$ cat src/rtl/wb_port_arbiter_pkg.sv
// Shared widths, defaults and grant encoding for the writeback port arbiter.
package wb_port_arbiter_pkg;

  localparam int REG_BUS_WIDTH      = 32;
  localparam int REG_ADDR_BUS_WIDTH = 5;
  localparam int STARVE_MAX_DEFAULT = 4;
  localparam int AGE_W              = 4;

  typedef logic [REG_BUS_WIDTH-1:0]      reg_bus_t;
  typedef logic [REG_ADDR_BUS_WIDTH-1:0] reg_addr_bus_t;

  typedef enum logic [1:0] {
    GNT_NONE = 2'd0,
    GNT_PIPE = 2'd1,
    GNT_FIFO = 2'd2
  } grant_e;

endpackage

$ cat src/rtl/wb_port_arbiter_fifo.sv
// Load-enable register and the 2-entry {addr, data} FIFO that buffers
// long-latency results until they win the regfile write port.
module dff_lr #(
  parameter int W = 1
) (
  input  logic         clk,
  input  logic         rst_n,
  input  logic         load,
  input  logic [W-1:0] d,
  output logic [W-1:0] q
);

  // NOTE: sequential state uses <= so every flop samples pre-edge values.
  always_ff @(posedge clk or negedge rst_n) begin
    if (!rst_n)    q <= '0;
    else if (load) q <= d;
  end

endmodule

module wb_arb_fifo2 #(
  parameter int DATA_W = 32,
  parameter int ADDR_W = 5
) (
  input  logic              clk,
  input  logic              rst_n,
  input  logic              push,
  input  logic              pop,
  input  logic [ADDR_W-1:0] push_addr,
  input  logic [DATA_W-1:0] push_data,
  output logic [1:0]        count,
  output logic [ADDR_W-1:0] head_addr,
  output logic [DATA_W-1:0] head_data
);

  localparam int ENTRY_W = ADDR_W + DATA_W;

  logic               wr_ptr;
  logic               rd_ptr;
  logic [ENTRY_W-1:0] entry [2];

  // NOTE: storage is reset too; only two entries, and it keeps the head
  // deterministic in waveforms after reset even though count gates its use.
  for (genvar i = 0; i < 2; i++) begin : g_entry
    dff_lr #(.W(ENTRY_W)) u_entry (
      .clk   (clk),
      .rst_n (rst_n),
      .load  (push && (wr_ptr == 1'(i))),
      .d     ({push_addr, push_data}),
      .q     (entry[i])
    );
  end

  always_ff @(posedge clk or negedge rst_n) begin
    if (!rst_n) begin
      wr_ptr <= 1'b0;
      rd_ptr <= 1'b0;
      count  <= 2'd0;
    end else begin
      if (push) wr_ptr <= ~wr_ptr;
      if (pop)  rd_ptr <= ~rd_ptr;
      unique case ({push, pop})
        2'b10:   count <= count + 2'd1;
        2'b01:   count <= count - 2'd1;
        default: count <= count;
      endcase
    end
  end

  assign {head_addr, head_data} = entry[rd_ptr];

endmodule

$ cat src/rtl/wb_port_arbiter.sv
// Shares the regfile write port between pipeline writeback and a buffered
// long-latency source. Optional macro: WB_ARB_X0_DROP_EN (suppress x0 writes).
module wb_port_arbiter
  import wb_port_arbiter_pkg::*;
#(
  parameter int DATA_W     = REG_BUS_WIDTH,
  parameter int ADDR_W     = REG_ADDR_BUS_WIDTH,
  parameter int STARVE_MAX = STARVE_MAX_DEFAULT
) (
  input  logic              clk,
  input  logic              rst_n,
  input  logic              pipe_we_i,
  input  logic [ADDR_W-1:0] pipe_addr_i,
  input  logic [DATA_W-1:0] pipe_data_i,
  input  logic              lu_valid_i,
  input  logic [ADDR_W-1:0] lu_addr_i,
  input  logic [DATA_W-1:0] lu_data_i,
  output logic              lu_ready_o,
  output logic              rd_we_o,
  output logic [ADDR_W-1:0] rd_addr_o,
  output logic [DATA_W-1:0] rd_data_o,
  output logic              stall_o
);

  localparam logic [AGE_W-1:0] AGE_MAX = AGE_W'(STARVE_MAX);

  logic [1:0]       count;
  logic [ADDR_W-1:0] head_addr;
  logic [DATA_W-1:0] head_data;
  logic [AGE_W-1:0] age;
  logic             fifo_nonempty;
  logic             force_drain;
  logic             push;
  logic             store;
  logic             pop;
  grant_e           grant;

  assign fifo_nonempty = (count != 2'd0);
  assign force_drain   = (age == AGE_MAX) && fifo_nonempty;
  assign lu_ready_o    = (count != 2'd2);
  assign push          = lu_valid_i && lu_ready_o;
`ifdef WB_ARB_X0_DROP_EN
  assign store = push && (lu_addr_i != '0);
`else
  assign store = push;
`endif
  assign pop = (grant == GNT_FIFO);

  wb_arb_fifo2 #(.DATA_W(DATA_W), .ADDR_W(ADDR_W)) u_fifo (
    .clk       (clk),
    .rst_n     (rst_n),
    .push      (store),
    .pop       (pop),
    .push_addr (lu_addr_i),
    .push_data (lu_data_i),
    .count     (count),
    .head_addr (head_addr),
    .head_data (head_data)
  );

  // Reset also masks the port so a pipe write held across reset never leaks.
  always_comb begin
    grant = GNT_NONE;
    if (!rst_n)             grant = GNT_NONE;
    else if (force_drain)   grant = GNT_FIFO;
    else if (pipe_we_i)     grant = GNT_PIPE;
    else if (fifo_nonempty) grant = GNT_FIFO;
  end

  // NOTE: defaults first so no path through the case leaves an output latched.
  always_comb begin
    rd_we_o   = 1'b0;
    rd_addr_o = '0;
    rd_data_o = '0;
    unique case (grant)
      GNT_PIPE: begin
`ifdef WB_ARB_X0_DROP_EN
        if (pipe_addr_i != '0) begin
          rd_we_o   = 1'b1;
          rd_addr_o = pipe_addr_i;
          rd_data_o = pipe_data_i;
        end
`else
        rd_we_o   = 1'b1;
        rd_addr_o = pipe_addr_i;
        rd_data_o = pipe_data_i;
`endif
      end
      GNT_FIFO: begin
        rd_we_o   = 1'b1;
        rd_addr_o = head_addr;
        rd_data_o = head_data;
      end
      default: ;
    endcase
  end

  // A FIFO grant while the pipe wants to write only happens on a forced drain.
  assign stall_o = (grant == GNT_FIFO) && pipe_we_i;

  always_ff @(posedge clk or negedge rst_n) begin
    if (!rst_n)                    age <= '0;
    else if (!fifo_nonempty || pop) age <= '0;
    else if (age != AGE_MAX)       age <= age + 1'b1;
  end

endmodule
$ cat config.mk
export PLATFORM = sky130hd
export DESIGN_NAME = wb_port_arbiter
export DESIGN_NICKNAME = d
export VERILOG_FILES = /design/src/rtl/wb_port_arbiter_pkg.sv /design/src/rtl/wb_port_arbiter_fifo.sv /design/src/rtl/wb_port_arbiter.sv
export SDC_FILE = /design/constraint.sdc
export NUM_CORES = 1
export LEC_CHECK = 0
export ABC_AREA = 1
export CORE_ASPECT_RATIO = 1.2
export CORE_UTILIZATION = 50
export DETAILED_ROUTE_END_ITERATION = 8
export GPL_TIMING_DRIVEN = 0
export PLACE_DENSITY = 0.91
export SLEW_MARGIN = 20
export SYNTH_ARGS = -nofsm -noshare
export SYNTH_HDL_FRONTEND = slang
export SYNTH_SLANG_ARGS = --single-unit
$ cat constraint.sdc
create_clock -name clk -period 3.6 [get_ports clk]
set_input_delay 0.9 -clock clk [delete_from_list [all_inputs] [get_ports clk]]
set_output_delay 0.9 -clock clk [all_outputs]
set_load 0.005 [all_outputs]
Yosys cells after proc, flatten, opt, wreduce, memory -nomap -nowiden
Cells that the tools add are included.

cells by class
  add/sub/neg operators = 3
  $lt $le $gt $ge = 1
  eq/ne operators = 7
  mux-type cells = 13
  bitwise operators = 3
  reductions and logical operators = 11

operator list
  operator                                                             number
  37-bit 2-to-1 mux                                                    3
  32-bit one-hot mux with 2 select lines                               1
  5-bit one-hot mux with 2 select lines                                1
  2-bit 2-to-1 mux                                                     4
  4-bit 2-to-1 mux                                                     2
  2-bit nonzero test                                                   3
  1-bit logical AND                                                    5
  4-bit by 1-bit adder with 4-bit output (second input constant)       1
  2-bit by 1-bit == test with 1-bit output (second input constant)     2
  2-bit == test (second input constant)                                2
  4-bit by 3-bit == test with 1-bit output (second input constant)     1
  4-bit by 3-bit != test with 1-bit output (second input constant)     1
  2-bit one-hot mux with 2 select lines                                1
  2-bit by 1-bit adder with 2-bit output (second input constant)       1
  2-bit >= comparator (second input constant)                          1
  2-bit != test (second input constant)                                1
  1-bit inverter                                                       2
  1-bit inverter with 2-bit output                                     1
  2-bit OR reduction                                                   1
  2-bit by 1-bit subtractor with 2-bit output (second input constant)  1
  1-bit logical NOT                                                    1
  1-bit logical OR                                                     1
  1-bit 2-to-1 mux                                                     1

word-level totals
  register bits after elaboration = 82
  bits of input ports = 78
  output and inout port bits = 40
  word-level logic and storage cells = 44

Longest topological paths before layout
Gate-level depths: netlist of the first run.

  depth in word-level cells = 8
  depth in mapped cells = 13
  depth with buffers taken out = 13

Hierarchy
A second synthesis of the first run with hierarchy kept.

second synthesis, totals
  cell total of the unflattened synthesis = 623
  area, all modules = 4481.8 sq um

modules (own cells, without submodules)
  module           instances  cells each  area each (sq um)  seq. area each (sq um)
  dff_lr           2          156         1413.9             925.9
  wb_port_arbiter  1          170         924.6              100.1
  wb_arb_fifo2     1          141         729.4              100.1

Worst setup path after synthesis of the first run
Ideal clock, no wire load.

  kind = in2out
  start point = in rst_n
  end point = out rd_data_o[10]
  data arrival time = 2.043 ns
  required time = 2.700 ns
  slack = 0.657 ns
  cell stages on the path = 7
  buffers on the path = 2
  cells stage by stage = nand2_1 > a21oi_1 > inv_1 > ha_1 > clkbuf_1 > clkbuf_1 > a21oi_1

on the way
  word-level cells in the longest chain between the ends = 3
  elaborated cells between the ends (all ways) = 4
  classes of those cells = 2 x eq/ne; 2 x mux

ends and longest elaborated chain
  element                                                                           RTL line               RTL
  from (decl)                                                                       wb_port_arbiter.sv:11  input logic rst_n,
  2-bit 2-to-1 mux *                                                                wb_port_arbiter.sv:64  if (!rst_n) grant = GNT_NONE;
  2-bit == test / 2-bit by 1-bit == test with 1-bit output (equally long branches)  wb_port_arbiter.sv:75  unique case (grant)
  32-bit one-hot mux with 2 select lines *                                          wb_port_arbiter.sv:75
  to (decl)                                                                         wb_port_arbiter.sv:21  output logic [DATA_W-1:0] rd_data_o,

Mark *: on every way between the ends. The rest lies on a longest branch, timed or not.

Worst setup path in the final report of the first run
  start point = in rst_n
  end point = out rd_addr_o[4]

on the way
  word-level cells in the longest chain between the ends = 3
  elaborated cells between the ends (all ways) = 4
  classes of those cells = 2 x eq/ne; 2 x mux

ends and longest elaborated chain
  element                                                                           RTL line               RTL
  2-bit 2-to-1 mux *                                                                wb_port_arbiter.sv:64
  2-bit == test / 2-bit by 1-bit == test with 1-bit output (equally long branches)  wb_port_arbiter.sv:75
  5-bit one-hot mux with 2 select lines *                                           wb_port_arbiter.sv:75
  to (decl)                                                                         wb_port_arbiter.sv:20  output logic [ADDR_W-1:0] rd_addr_o,

Marked as above.

==> reports/metrics.cfg, run 1 <==
[global_route]
track_usage_pct=28.99
antenna_found_initial=0
grt_pass1_wl_um=20640
grt_max_degree=62
grt_pass1_vias=4476
overflow=0

[run]
maxCapViolCount=0

[logic_synthesis]
synth_cell_types=21
ys_seq_area_share_pct=44.58
synthTopCellsByArea=dfrtp_1 (45%), nand2_1 (16%), inv_1 (10%)
synth_area_per_cell_um2=7.448
postSynthCellCount=618
synth_fp_nets=701
ys_seq_elements=82
yosysWarnings=0
netlist.area_leader.share_pct=44.58
yosys.area.top_type=dfrtp_1
syn_area_um2=4603

[drt]
drt_pass1_iterations=5
drt_iter0_markers=285
drc=0
wl_um=13380
drtAntennaViolNets=0
vias_per_cell=5.139
wl_per_cell_um=15.22
vias=4517

[floorplanning]
rows=38
initial_core_util_pct=51.23
core_um2=8986
ios=118
dieArea_um2=9596
fp.dieH_um=107.1
die_w_um=89.59

[critical_path]
reg2reg_setup_slack_ps=1650
worstPathArrival_ps=2630
required_ps=2700
path_class=in2out
crit_path_end_kind=output port
cp-start-kind=input pin
crit_path_max_fanout=24

[clock_network]
cts_max_level=3
clkTransAtPathRegs_ps=80
cts_buffers=9
cts.path.max_buffers=2
cts_root_buf=clkbuf_8
cts_num_sinks=82
clk_latency_ps=370
cts_tree=yes

[cells_and_area]
final_cells=879
final_util_pct=71.32
nNetsFinal=837
nFillCells=647
area_growth_pct=39.22
n_antenna_cell=0
final_layout_size_suffix_gt1_share_pct=14.10

[sta]
fin_crit_sh_pct=98.00
max_slew.worst_pin.slew_ps=550.7
fin_skew_ps=8.598
final-hold-violation-count=0
max_slew_margin_pct=63.29
whs_ps=344.6
finalMaxSlewViolations=0
setup_violations=0
finalSetupTns_ps=0
layout_min_cycle_time_ps=3528
fmax_mhz=283.4

[placement]
gp_congestion=0.8244
dp.cells=856
portBuffers=117
place_hpwl_um=9120

[power]
p_leak_uw=0.003445
worst_ir_drop_vdd_v=0.0004704
powerDensity_nw_per_um2=705.6
total_power_uw=4522

[status]
status=finished clean

[min_path]
min_path_type=in2async

worst paths after layout:
check,endpoint,cells past startpoint,startpoint
max,rd_addr_o[4],9,rst_n
min,u_fifo.g_entry[0].u_entry.q[27],1,rst_n
max reg2reg,u_fifo.count[1],11,age[0]
min reg2reg,u_fifo.g_entry[1].u_entry.q[6],2,u_fifo.g_entry[1].u_entry.q[6]
max in group asynchronous,u_fifo.g_entry[1].u_entry.q[12],2,rst_n
min in group clk,u_fifo.g_entry[1].u_entry.q[6],2,u_fifo.g_entry[1].u_entry.q[6]
flip-flops by register name, indices dropped and copies added, names as in the netlist:
name / count
u_fifo.g_entry.u_entry.q: 74
age: 4
u_fifo.count: 2
u_fifo.rd_ptr: 1
u_fifo.wr_ptr: 1
metrics by stage:
stage | worst slack [ps] | instance area [µm²]
detailed placement | -786.5 | 5949
global route | -30.74 | 6409
global placement | -3473 | 5924
CTS | 20.04 | 6270
floorplan | 657.5 | 4603
finish | 72.01 | 6409
worst max-delay path, cell delays in order:
cell and delay (ps):
buf_12 160, nand2_1 110, a21oi_4 140, buf_4 140
ha_4 160, buf_4 200, nand3_1 140, a21oi_1 150
clkdlybuf4s50_1 520
synth_stat cells (all sizes together):
cell	n
a21oi	38
inv	126
o21ai	74
a21boi	1
nand4	2
clkbuf	10
ha	5
xnor2	2
nand2	201
nor2	5
dfrtp	82
xor2	1
buf	25
nand3	46
area by class of cell:
type	instances	area (µm²)	area share (%)
multi-input combinational	375	1894	29.56
sequential	82	2052	32.02
inverter	126	473.0	7.380
timing repair buffer	125	1311	20.46
tap	120	150.1	2.343
clock inverter	5	52.55	0.8200
clock buffer	11	151.4	2.362
buffer	35	324.1	5.057
cells in the final DEF (no fill, tap or decap), drive strengths merged:
master,netlist,routed
xor2,1,1
clkinv,0,3
nand3,46,46
dfrtp,82,82
buf,25,35
inv,126,126
o21ai,74,74
clkinvlp,0,1
a21boi,1,1
bufinv,0,1
a21oi,38,38
nand2,201,201
ha,5,5
clkdlybuf4s50,0,95
clkbuf,10,21
xnor2,2,2
nor2,5,5
dlymetal6s2s,0,18
nand4,2,2
dlygate4sd2,0,2
what timing repair did:
action | in CTS | in global routing
hold buffers | 0 | 0
endpoints found under the setup margin | 39 | 30
setup buffers | 2 | 5
pin swaps | 1 | 1
gates resized for setup | 37 | 33
gates cloned | 0 | 0
layer usage:
metal  wire length, µm  up-vias  track usage, %
li1                  -     2154               -
met1              5191     2148           33.06
met2              6891      180           49.73
met3               878       35           6.928
met4               421        0           14.40
met5                 0        -               0
where the power goes:
group          leakage, µW  total, µW  switching (µW)  internal [µW]
Sequential         0.00102       1620             262           1360
Clock             0.000105        697             343            355
Combinational      0.00232       2210            1300            910
logic make-up (layout without fill, tap and decap cells):
group           after synthesis  count (layout)  share of synthesized area, %
xor+xnor                      3               3                        0.5709
compound gates              113             113                         15.60
flops                        82              82                         44.58
fa+ha+maj                     5               5                         1.359
buf+inv                     161             302                         15.44
simple gates                254             254                         22.45
Power figures use the tool's default switching activity.
==> inputs of run 2 (changes only) <==
- REMOVE_ABC_BUFFERS: default -> 1
==> run 2 against run 1 <==
- final cell count shrank 1.6%
- flip-flop and latch count did not move
- critical path type is now reg2out
- combinational power fell by 7%
- clock skew is 1.1 ps higher
- worst hold slack gained 3.9 ps
- register-to-register slack worse by 490 ps
- sequential power up 5%
- non-clock buffer count down 14
- global-route usage shrank 1.4 points
- design area rose by 0.90%
- via count down 2.7%
==> reports/metrics.cfg, run 2 (synthesized netlist as in run 1, its figures left out) <==
[sta]
fmax_mhz=282.4  ; was 283.4 MHz
max_slew.worst_pin.slew_ps=898.9  ; was 550.7 ps
whs_ps=348.5  ; was 344.6 ps
fin_skew_ps=9.693  ; was 8.598 ps
final-hold-violation-count=0  ; unchanged
max_slew_margin_pct=40.07  ; was 63.29%
finalSetupTns_ps=0  ; unchanged
setup_violations=0  ; unchanged
rsz0062_at_grt=yes
fin_crit_sh_pct=98.38  ; was 98.00%
setup_slack_ps=58.41  ; was 72.01 ps
layout_min_cycle_time_ps=3542  ; was 3528 ps
finalMaxSlewViolations=0  ; unchanged

[cells_and_area]
reg_top3=u_fifo.g_entry.u_entry.q: 74 flops, age: 4 flops, u_fifo.count: 2 flops  ; unchanged
mostFrequentLayoutCells=nand2_1 (200), inv_1 (124), clkdlybuf4s50_1 (97)  ; was nand2_1 (200), inv_1 (124), clkdlybuf4s50_1 (95)
mostFrequentLayoutCell=nand2_1  ; unchanged
top_register=u_fifo.g_entry.u_entry.q  ; unchanged
final_util_pct=71.96  ; was 71.32%
final_cells=865  ; was 879
nNetsFinal=823  ; was 837
nFillCells=629  ; was 647
largest_reg_flops=74  ; unchanged
n_antenna_cell=0  ; unchanged
area_growth_pct=40.47  ; was 39.22%
final_layout_size_suffix_gt1_share_pct=13.83  ; was 14.10%

[placement]
gp_congestion=0.6958  ; was 0.8244
portBuffers=117  ; unchanged
dp.cells=823  ; was 856
place_ws_ps=-773.9  ; was -786.5 ps
place_hpwl_um=6986  ; was 9120 µm

[run]
maxCapViolCount=0  ; unchanged

[critical_path]
crit_path_end_kind=output port  ; unchanged
required_ps=2700  ; about the same
path_class=reg2out  ; was in2out
reg2reg_depth=14  ; was 11
crit_path_max_fanout=8  ; was 24
cp-start-kind=register  ; was input pin
worstPathArrival_ps=2640  ; was 2630 ps

[drt]
drt_pass1_iterations=5  ; unchanged
wl_um=12740  ; was 13380 µm
drt_iter0_markers=218  ; was 285
drc=0  ; unchanged
wl_per_cell_um=14.73  ; was 15.22 µm
vias=4396  ; was 4517
drtAntennaViolNets=0  ; unchanged
vias_per_cell=5.082  ; was 5.139

[global_route]
grt_pass1_wl_um=19700  ; was 20640 µm
met3_usage_pct=3.849  ; was 6.928%
track_usage_pct=27.57  ; was 28.99%
grt_max_degree=76  ; was 62
overflow=0  ; unchanged
busiest_layer=met2  ; unchanged
grt_pass1_vias=4277  ; was 4476
antenna_found_initial=0  ; unchanged
grt_use_met2_pct=46.32  ; was 49.73%
gr-usage-met1_pct=33.86  ; was 33.06%

[floorplanning]
rows=38  ; unchanged
initial_core_util_pct=51.23  ; unchanged
ios=118  ; unchanged
fp.dieH_um=107.1  ; unchanged
die_w_um=89.59  ; unchanged
dieArea_um2=9596  ; unchanged
core_um2=8986  ; unchanged

[min_path]
min_path_type=in2async  ; unchanged

[clock_network]
cts_tree=yes  ; unchanged
cts_num_sinks=82  ; unchanged
cts_root_buf=clkbuf_8  ; unchanged
cts.path.max_buffers=2  ; unchanged
cts_max_level=3  ; unchanged
clk_latency_ps=350  ; was 370 ps
clkTransAtPathRegs_ps=80  ; about the same
cts_buffers=9  ; unchanged

[power]
worst_ir_drop_vdd_v=0.0004519  ; was 0.0004704 V
p_leak_uw=0.003427  ; was 0.003445 µW
powerDensity_nw_per_um2=670.4  ; was 705.6 nW/µm²

[status]
status=finished clean  ; unchanged

==> run 2: area by class of cell <==
| cell class | instances | area [µm²] | area share (%) |
|---|---|---|---|
| clock buffer | 12 | 135.1 | 2.090 |
| clock inverter | 4 | 28.78 | 0.4450 |
| inverter | 126 | 473.0 | 7.314 |
| multi-input combinational | 375 | 1933 | 29.90 |
| sequential | 82 | 2056 | 31.79 |
| tap | 120 | 150.1 | 2.322 |
| timing repair buffer | 146 | 1690 | 26.14 |
==> run 2: power by group <==
| group | switching (µW) | internal [µW] |
|---|---|---|
| clock network | 331 | 252 |
| registers | 338 | 1360 |
| logic | 1160 | 898 |
| total | 1830 | 2510 |
==> run 2: repair_timing <==
action / 4_1_cts / 5_1_grt
gates resized for setup: 17 / 30
gates cloned: 4 / 3
setup buffers: 15 / 5
setup endpoints to repair: 39 / 36
pin swaps: 4 / 1
hold buffers: 0 / 0
==> run 2: worst max-delay path, cell delays in order, from the launching register on <==
cell and delay [ps]:
dfrtp_1 440, inv_1 90, ha_2 190, nand3_4 100, nor2_2 100, nor2_2 70
inv_1 90, ha_4 290, clkbuf_16 200, nand3_1 90, a21oi_1 130, clkdlybuf4s50_1 510
==> run 2: through the flow <==
step	power [µW]	cell area, µm²
after floorplan	2827	4365
after global placement	3327	5687
after detailed placement	3490	5781
after CTS	4250	6300
after global routing	4673	6466
final	4335	6466
==> run 2: layer usage <==
metal / part of all wire (%) / up-vias / wire length (µm)
li1: - / 2128 / -
met1: 41 / 2079 / 5242
met2: 51 / 157 / 6540
met3: 4.4 / 32 / 567
met4: 3.1 / 0 / 394
met5: 0 / - / 0
==> run 2: worst paths after layout <==
| check | startpoint | end | slack (ps) |
|---|---|---|---|
| max | age[1] | rd_data_o[8] | 60 |
| min | rst_n | u_fifo.rd_ptr | 350 |
| max reg2reg | age[1] | u_fifo.count[1] | 1160 |
| min reg2reg | u_fifo.g_entry[1].u_entry.q[0] | u_fifo.g_entry[1].u_entry.q[0] | 490 |
| max in group asynchronous | rst_n | u_fifo.g_entry[1].u_entry.q[1] | 2770 |
| min in group clk | u_fifo.g_entry[1].u_entry.q[0] | u_fifo.g_entry[1].u_entry.q[0] | 490 |
